$ cat src/rtl/m2_bus_sync.sv
// rtl/m2_bus_sync.sv - NES CPU bus synchronizer, M2 glitch filter and bus strobe generator
// Raw bus pins are double-flopped; M2 is debounced through a FILT_LEN-deep window.
module m2_bus_sync #(
  parameter int          FILT_LEN = 3,
  parameter logic [15:0] IDLE_TO  = 16'd4096
) (
  input  logic        clk,
  input  logic        rst_n,
  input  logic        m2_raw,
  input  logic [15:0] cpu_addr_raw,
  input  logic [7:0]  cpu_dat_raw,
  input  logic        cpu_rw_raw,
  output logic        m2,
  output logic        m2_rise,
  output logic        m2_fall,
  output logic        rd_stb,
  output logic        wr_stb,
  output logic [15:0] bus_addr,
  output logic        bus_rw,
  output logic [7:0]  wr_dat,
  output logic [15:0] m2_cnt,
  output logic        bus_idle
);

  localparam logic [1:0] ST_ARM  = 2'd0;
  localparam logic [1:0] ST_LOW  = 2'd1;
  localparam logic [1:0] ST_HIGH = 2'd2;
  // Edges after reset release before sh holds only real samples.
  localparam logic [3:0] FILL_MAX = 4'(FILT_LEN + 2);

  logic                m2_s1_q, m2_s1_d, m2_s2_q, m2_s2_d;
  logic [15:0]         addr_s1_q, addr_s1_d, addr_s2_q, addr_s2_d;
  logic [7:0]          dat_s1_q, dat_s1_d, dat_s2_q, dat_s2_d;
  logic                rw_s1_q, rw_s1_d, rw_s2_q, rw_s2_d;
  logic [FILT_LEN-1:0] sh_q, sh_d;
  logic [7:0]          dat_hold_q, dat_hold_d;
  logic [3:0]          fill_q, fill_d;
  logic [1:0]          state_q, state_d;
  logic                m2_q, m2_d, m2_rise_q, m2_rise_d, m2_fall_q, m2_fall_d;
  logic                rd_stb_q, rd_stb_d, wr_stb_q, wr_stb_d;
  logic [15:0]         bus_addr_q, bus_addr_d;
  logic                bus_rw_q, bus_rw_d;
  logic [7:0]          wr_dat_q, wr_dat_d;
  logic [15:0]         m2_cnt_q, m2_cnt_d;
  logic [15:0]         idle_cnt_q, idle_cnt_d;
  logic                sh_ones, sh_zeros;

  assign sh_ones  = &sh_q;
  assign sh_zeros = ~|sh_q;

  always_comb begin
    m2_s1_d    = m2_raw;
    m2_s2_d    = m2_s1_q;
    addr_s1_d  = cpu_addr_raw;
    addr_s2_d  = addr_s1_q;
    dat_s1_d   = cpu_dat_raw;
    dat_s2_d   = dat_s1_q;
    rw_s1_d    = cpu_rw_raw;
    rw_s2_d    = rw_s1_q;
    sh_d       = {sh_q[FILT_LEN-2:0], m2_s2_q};
    dat_hold_d = m2_s2_q ? dat_s2_q : dat_hold_q;
    fill_d     = (fill_q == FILL_MAX) ? fill_q : fill_q + 4'd1;
    state_d    = state_q;
    m2_d       = m2_q;
    m2_rise_d  = 1'b0;
    m2_fall_d  = 1'b0;
    rd_stb_d   = 1'b0;
    wr_stb_d   = 1'b0;
    bus_addr_d = bus_addr_q;
    bus_rw_d   = bus_rw_q;
    wr_dat_d   = wr_dat_q;
    m2_cnt_d   = m2_cnt_q;

    case (state_q)
      // Wait for a genuine low window so a cycle cut by reset is never strobed.
      ST_ARM: begin
        if (sh_zeros && fill_q == FILL_MAX) state_d = ST_LOW;
      end
      ST_LOW: begin
        if (sh_ones) begin
          state_d    = ST_HIGH;
          m2_d       = 1'b1;
          m2_rise_d  = 1'b1;
          bus_addr_d = addr_s2_q;
          bus_rw_d   = rw_s2_q;
          rd_stb_d   = rw_s2_q;
        end
      end
      ST_HIGH: begin
        if (sh_zeros) begin
          state_d   = ST_LOW;
          m2_d      = 1'b0;
          m2_fall_d = 1'b1;
          m2_cnt_d  = m2_cnt_q + 16'd1;
          if (!bus_rw_q) begin
            wr_stb_d = 1'b1;
            wr_dat_d = dat_hold_q;
          end
        end
      end
      default: state_d = ST_ARM;
    endcase

    if (m2_fall_d)                 idle_cnt_d = 16'd0;
    else if (idle_cnt_q < IDLE_TO) idle_cnt_d = idle_cnt_q + 16'd1;
    else                           idle_cnt_d = idle_cnt_q;
  end

  always_ff @(posedge clk or negedge rst_n) begin
    if (!rst_n) begin
      m2_s1_q    <= 1'b0;
      m2_s2_q    <= 1'b0;
      addr_s1_q  <= 16'd0;
      addr_s2_q  <= 16'd0;
      dat_s1_q   <= 8'd0;
      dat_s2_q   <= 8'd0;
      rw_s1_q    <= 1'b0;
      rw_s2_q    <= 1'b0;
      sh_q       <= '0;
      dat_hold_q <= 8'd0;
      fill_q     <= 4'd0;
      state_q    <= ST_ARM;
      m2_q       <= 1'b0;
      m2_rise_q  <= 1'b0;
      m2_fall_q  <= 1'b0;
      rd_stb_q   <= 1'b0;
      wr_stb_q   <= 1'b0;
      bus_addr_q <= 16'd0;
      bus_rw_q   <= 1'b0;
      wr_dat_q   <= 8'd0;
      m2_cnt_q   <= 16'd0;
      idle_cnt_q <= 16'd0;
    end else begin
      m2_s1_q    <= m2_s1_d;
      m2_s2_q    <= m2_s2_d;
      addr_s1_q  <= addr_s1_d;
      addr_s2_q  <= addr_s2_d;
      dat_s1_q   <= dat_s1_d;
      dat_s2_q   <= dat_s2_d;
      rw_s1_q    <= rw_s1_d;
      rw_s2_q    <= rw_s2_d;
      sh_q       <= sh_d;
      dat_hold_q <= dat_hold_d;
      fill_q     <= fill_d;
      state_q    <= state_d;
      m2_q       <= m2_d;
      m2_rise_q  <= m2_rise_d;
      m2_fall_q  <= m2_fall_d;
      rd_stb_q   <= rd_stb_d;
      wr_stb_q   <= wr_stb_d;
      bus_addr_q <= bus_addr_d;
      bus_rw_q   <= bus_rw_d;
      wr_dat_q   <= wr_dat_d;
      m2_cnt_q   <= m2_cnt_d;
      idle_cnt_q <= idle_cnt_d;
    end
  end

  assign m2       = m2_q;
  assign m2_rise  = m2_rise_q;
  assign m2_fall  = m2_fall_q;
  assign rd_stb   = rd_stb_q;
  assign wr_stb   = wr_stb_q;
  assign bus_addr = bus_addr_q;
  assign bus_rw   = bus_rw_q;
  assign wr_dat   = wr_dat_q;
  assign m2_cnt   = m2_cnt_q;
  assign bus_idle = (idle_cnt_q == IDLE_TO);

endmodule

$ cat config.mk
export PLATFORM = sky130hd
export DESIGN_NAME = m2_bus_sync
export DESIGN_NICKNAME = d
export VERILOG_FILES = /design/src/rtl/m2_bus_sync.sv
export SDC_FILE = /design/constraint.sdc
export NUM_CORES = 1
export LEC_CHECK = 0
export ABC_AREA = 1
export BUFFER_PORTS_ARGS = -buffer_cell sky130_fd_sc_hd__buf_2
export CAP_MARGIN = 20
export CORE_MARGIN = 2
export CORE_UTILIZATION = 50
export CTS_BUF_LIST = sky130_fd_sc_hd__clkbuf_4 sky130_fd_sc_hd__clkbuf_8
export DETAILED_ROUTE_END_ITERATION = 12
export PLACE_DENSITY_LB_ADDON = 0.12
export SLEW_MARGIN = 30
export SYNTH_ARGS = -nofsm -noshare
export SYNTH_HDL_FRONTEND = slang
export SYNTH_SLANG_ARGS = --single-unit
$ cat constraint.sdc
create_clock -name clk -period 3.8 [get_ports clk]
set_input_delay 0.38 -clock clk [delete_from_list [all_inputs] [get_ports clk]]
set_output_delay 0.38 -clock clk [all_outputs]
set_load 0.02 [all_outputs]
After elaboration in Yosys (flattened, before gate mapping)
Index checks and enable logic that the tools add are counted.
{"block": "word_totals", "reg_bits": 131, "latch_bits": 0, "ram_bits": 0, "romBits": 0, "memories": 0}
{"block": "classes", "add_sub_neg": 3, "mul": 0, "n_div": 0, "n_lt_le_gt_ge": 1, "n_eq_ne": 7, "n_shift": 0, "muxes": 18, "bitwise_logic": 2, "reduce_logical": 12}
{"op": "adder 16 x 1 -> 16 bit (second input constant)", "count": 2}
{"op": "two-way mux 16 bit", "count": 2}
{"op": "equality test 16 x 13 -> 1 bit (second input constant)", "count": 1}
{"op": "less-than comparator 16 x 13 -> 1 bit (second input constant)", "count": 1}
{"op": "AND reduction 3 bit", "count": 4}
{"op": "two-way mux 1 bit", "count": 11}
{"op": "two-way mux 2 bit", "count": 3}
{"op": "!= test 2 bit (second input constant)", "count": 3}
{"op": "one-hot mux 2 bit (3 select lines)", "count": 1}
{"op": "adder 4 x 1 -> 4 bit (second input constant)", "count": 1}
{"op": "equality test 4 x 3 -> 1 bit (second input constant)", "count": 1}
{"op": "AND reduction 4 bit", "count": 1}
{"op": "nonzero test 2 bit", "count": 2}
{"op": "OR reduction 3 bit", "count": 1}
{"op": "equality test 2 x 1 -> 1 bit (second input constant)", "count": 1}
{"op": "equality test 2 bit (second input constant)", "count": 1}
{"op": "zero test 2 bit", "count": 1}
{"op": "inverter 1 bit", "count": 2}
{"op": "one-hot mux 1 bit (2 select lines)", "count": 1}
{"op": "AND reduction 2 bit", "count": 1}
{"op": "logical AND 1 bit", "count": 1}
{"op": "zero test 1 bit", "count": 1}

Logic depth before layout (Yosys ltp)
{"block": "logic_depth", "word_depth": 5, "depth_mapped": 8}

Worst setup path before layout
No wires, ideal clock.
{"block": "synth_path", "kind": "register to output", "start": "register idle_cnt_q[0]", "end": "output bus_idle", "arrival_ps": 1138, "t_required_ps": 3420, "slack_ps": 2282, "path_stages_with_launch": 5, "path_cell_list": "dfrtp_1 > inv_1 > ha_1 > nand4_1 > nor3_1"}
{"block": "synth_between", "elab_chain_len": 1}
{"element": "start, declared", "line_no": "45", "text": "logic [15:0] idle_cnt_q, idle_cnt_d;"}
{"element": "start signal, assigned", "line_no": "155", "text": "idle_cnt_q <= idle_cnt_d;"}
{"element": "equality test 16 x 13 -> 1 bit", "line_no": "168", "text": "assign bus_idle = (idle_cnt_q == IDLE_TO);"}
{"element": "end, declared", "line_no": "22", "text": "output logic bus_idle"}
Every way passes these cells.

Final worst setup path
Same ends and word-level chain as after synthesis.

==> reports/qor.json <==
{
  "outcome": "complete, but fails checks",
  "violations": "negative hold slack",
  "final-hold-violation-count": 1,
  "total_leakage_power_nw": 2.87,
  "hold_class": "input pin to async pin",
  "layout_min_cycle_time_ps": 1890,
  "cp_max_fo": 3,
  "diodes": 0,
  "clock_tree.buffer_depth": 2,
  "synth.yosys.warnings": 0,
  "worstReg2RegStart": "sh_q[2]$_DFF_PN0_",
  "finalMaxSlewViolations": 0,
  "cap_violations": 0,
  "tritoncts": "done",
  "htree_levels": 4,
  "critPathMaxStageDelay_ps": 400,
  "final.setup_skew_ps": 14.1,
  "muxShareOfSynthArea_pct": 0,
  "synth_top_family_by_area": "simple AND/OR/NAND/NOR gates",
  "grt_pass1_wl_mm": 14.1,
  "worst_skew_pair.late_latency_ps": 430,
  "drive_gt1_share_pct": 21.3,
  "grt_setup_unrepaired": "no",
  "first_pass_iters": 4,
  "synth_edf_count": 0,
  "tritoncts.num_buffers": 17,
  "postSynthAreaPerCell_sq_um": 10.4,
  "dieHeight_microns": 102,
  "synth-xor-area-share_pct": 2.02,
  "clock-sinks": 131,
  "synth_fp_nets": 491,
  "cellPowerDensity_nw_per_um2": 639,
  "ys.flop_type": "sky130_fd_sc_hd__dfrtp_1",
  "slew_headroom_pct": 44.1,
  "cts.hold.buffers_added": 0,
  "synth_compound_gate_area_share_pct": 3.44,
  "clk_root_buffer_cell": "sky130_fd_sc_hd__clkbuf_8",
  "synth_async_sr_flop_share_pct": 100,
  "data_arrival_at_the_endpoint_of_the_critical_path_ps": 1510,
  "synth_area_sq_um": 4770,
  "seq_area_frac_synth_pct": 68.8,
  "chipWidth_microns": 102,
  "core.rowCount": 35,
  "totalNegativeSetupSlack_ps": 0,
  "cts_repair_resize_count": 0,
  "initial_core_utilization_pct": 51.6,
  "avgViaCountPerCell": 4.76,
  "max_freq_ghz": 0.528,
  "port_buffers": 74,
  "setup_viol": 0,
  "cp_slowest_cell": "sky130_fd_sc_hd__dfrtp_1",
  "layout.nets": 578,
  "globalplace.congestion": 0.833,
  "irDropWorstVdd_mv": 0.425,
  "overflow": 0,
  "cts_setup_buffers": 0,
  "die-area_sq_um": 10300,
  "count_of_nets_left_with_antenna_violations_after_detail_routing": 0,
  "timing.critical_path.cells": "inv_1 > ha_1 > nand4_1 > nor3_1 > buf_2",
  "yosys_register_bits": 131,
  "wl_per_cell_microns": 12.1,
  "cells_after_synthesis": 458,
  "design.portCount": 75,
  "hpwl_mm": 5.57,
  "synth_adder_area_share_pct": 1.31,
  "fin_hold_ws_ps": -1.37,
  "detail_route.drc_violations": 0,
  "final.period_utilization_pct": 49.8,
  "pin_count_of_the_biggest_net_entering_global_routing": 110,
  "num_vias": 3273,
  "cp-end-kind": "output pin",
  "routed_wirelength_mm": 8.32,
  "clkTransAtPathRegs_ps": 90,
  "netlist-cell-type-count": 24,
  "timing.critical_path.required_ps": 3420,
  "antenna_found_initial": 0,
  "setup.worst_path.start": "idle_cnt_q[0]$_DFFE_PN0P_",
  "timing.reg2reg.worst_path_depth": 5,
  "worstSetupPathType": "register to output pin",
  "design.core.area_sq_um": 9240,
  "worstSetupStartpointType": "register",
  "grt_pass1_vias": 3084,
  "synth-simple-area-share_pct": 20.1,
  "syn2layout_area_growth_pct": 18.4,
  "grt_util_all_layers_pct": 17.9,
  "first_iter_violations": 170,
  "worst_pin_slew_ps": 839
}
-- path summary, 6_finish.rpt --
path | endpoint | slack, ps
setup / recovery | bus_idle | 1910
hold / removal | m2_cnt[11]$_DFFE_PN0P_ | -1
setup reg to reg | wr_dat[3]$_DFFE_PN0P_ | 1940
hold reg to reg | addr_s2_q[9]$_DFF_PN0_ | 350
max in group asynchronous | m2_cnt[8]$_DFFE_PN0P_ | 2870
min in group clk | addr_s1_q[8]$_DFF_PN0_ | 50
-- state kept, by name (all words and copies together), names as in the netlist, 2 cells and up --
name and count:
idle_cnt_q 16, dat_s2_q 8, dat_hold_q 8, bus_addr 16, addr_s2_q 16, sh_q 3
dat_s1_q 8, state_q 2, addr_s1_q 16, m2_cnt 16, wr_dat 8, fill_q 4
-- critical path: cells and delay by family, from the launching register on --
| kind | cells | cell delay [ps] |
|---|---|---|
| fa+ha+maj | 1 | 160 |
| buf+inv | 2 | 290 |
| flops | 1 | 400 |
| simple gates | 2 | 250 |
-- power breakdown --
group	leakage, nW	switching, W	total [W]	internal [W]
sequential	1.62	0.000167	0.00179	0.00162
combinational	1.06	0.000469	0.000713	0.000244
clock	0.186	0.000605	0.00111	0.000500
total	2.87	0.00124	0.00361	0.00236
-- kinds of logic after synthesis --
| group | Yosys count |
|---|---|
| flops | 131 |
| buf+inv | 49 |
| compound gates | 32 |
| fa+ha+maj | 5 |
| simple gates | 230 |
| xor+xnor | 11 |
-- final cells by class --
class	count	area, sq um
sequential	131	3280
fill	779	3600
clock inverter	14	129
inverter	42	158
timing repair buffer	75	387
clock buffer	18	248
multi-input combinational	278	1280
tap	129	161
-- synth_stat cells (2+ instances only) --
cell type | n | area [sq um]
sky130_fd_sc_hd__o21ai_0 | 16 | 80.1
sky130_fd_sc_hd__nor2_4 | 2 | 22.5
sky130_fd_sc_hd__ha_1 | 5 | 62.6
sky130_fd_sc_hd__inv_1 | 39 | 146
sky130_fd_sc_hd__inv_2 | 3 | 11.3
sky130_fd_sc_hd__nand3_1 | 19 | 95.1
sky130_fd_sc_hd__buf_2 | 3 | 15.0
sky130_fd_sc_hd__buf_6 | 2 | 22.5
sky130_fd_sc_hd__nor2_1 | 52 | 195
sky130_fd_sc_hd__xnor2_1 | 4 | 35.0
sky130_fd_sc_hd__dfrtp_1 | 131 | 3280
sky130_fd_sc_hd__a21oi_1 | 14 | 70.1
sky130_fd_sc_hd__nand4_1 | 8 | 50.1
sky130_fd_sc_hd__nor3_1 | 4 | 20.0
sky130_fd_sc_hd__nor2_2 | 4 | 25.0
sky130_fd_sc_hd__nand2_1 | 138 | 518
sky130_fd_sc_hd__xor2_1 | 7 | 61.3
-- layer usage --
metal  routed length, microns  vias to the layer above  global-route usage [%]
met5                        0                        -                       0
met2                     3970                       94                    27.1
met4                       68                        0                    6.65
met3                      520                        6                    5.94
li1                         -                     1604                       -
met1                     3770                     1569                    24.3
-- cell usage in the layout, fill, tap and decap left out --
master                         n
sky130_fd_sc_hd__inv_1        39
sky130_fd_sc_hd__inv_8         4
sky130_fd_sc_hd__xnor2_1       4
sky130_fd_sc_hd__buf_2        73
sky130_fd_sc_hd__clkinvlp_4    3
sky130_fd_sc_hd__clkbuf_8     19
sky130_fd_sc_hd__nor3_1        4
sky130_fd_sc_hd__nand3_1      19
sky130_fd_sc_hd__a21oi_1      14
sky130_fd_sc_hd__o21ai_0      16
sky130_fd_sc_hd__xor2_1        7
sky130_fd_sc_hd__inv_6         7
sky130_fd_sc_hd__nand4_1       8
sky130_fd_sc_hd__nor2_2        4
sky130_fd_sc_hd__nor3_4        1
sky130_fd_sc_hd__dfrtp_1     131
sky130_fd_sc_hd__inv_2         3
sky130_fd_sc_hd__nand2_1     138
sky130_fd_sc_hd__and3_1        1
sky130_fd_sc_hd__a21oi_2       1
sky130_fd_sc_hd__nor2_4        2
sky130_fd_sc_hd__nand3_2       1
sky130_fd_sc_hd__ha_1          5
sky130_fd_sc_hd__buf_4         1
sky130_fd_sc_hd__nor2_1       52
sky130_fd_sc_hd__o21ai_1       1
-- per-stage QoR --
step	cells	setup slack, ps	instance area [sq um]	total power [W]	utilization (%)
after floorplan	458	2280	4770	0.00225	-
after global placement	655	2050	5260	0.00251	57.0
after detailed placement	655	1960	5260	0.00253	57.0
after CTS	687	1880	5640	0.00365	61.0
after global routing	687	1760	5640	0.00383	61.1
final	687	1910	5640	0.00361	61.1
Power figures use the tool's default switching activity.
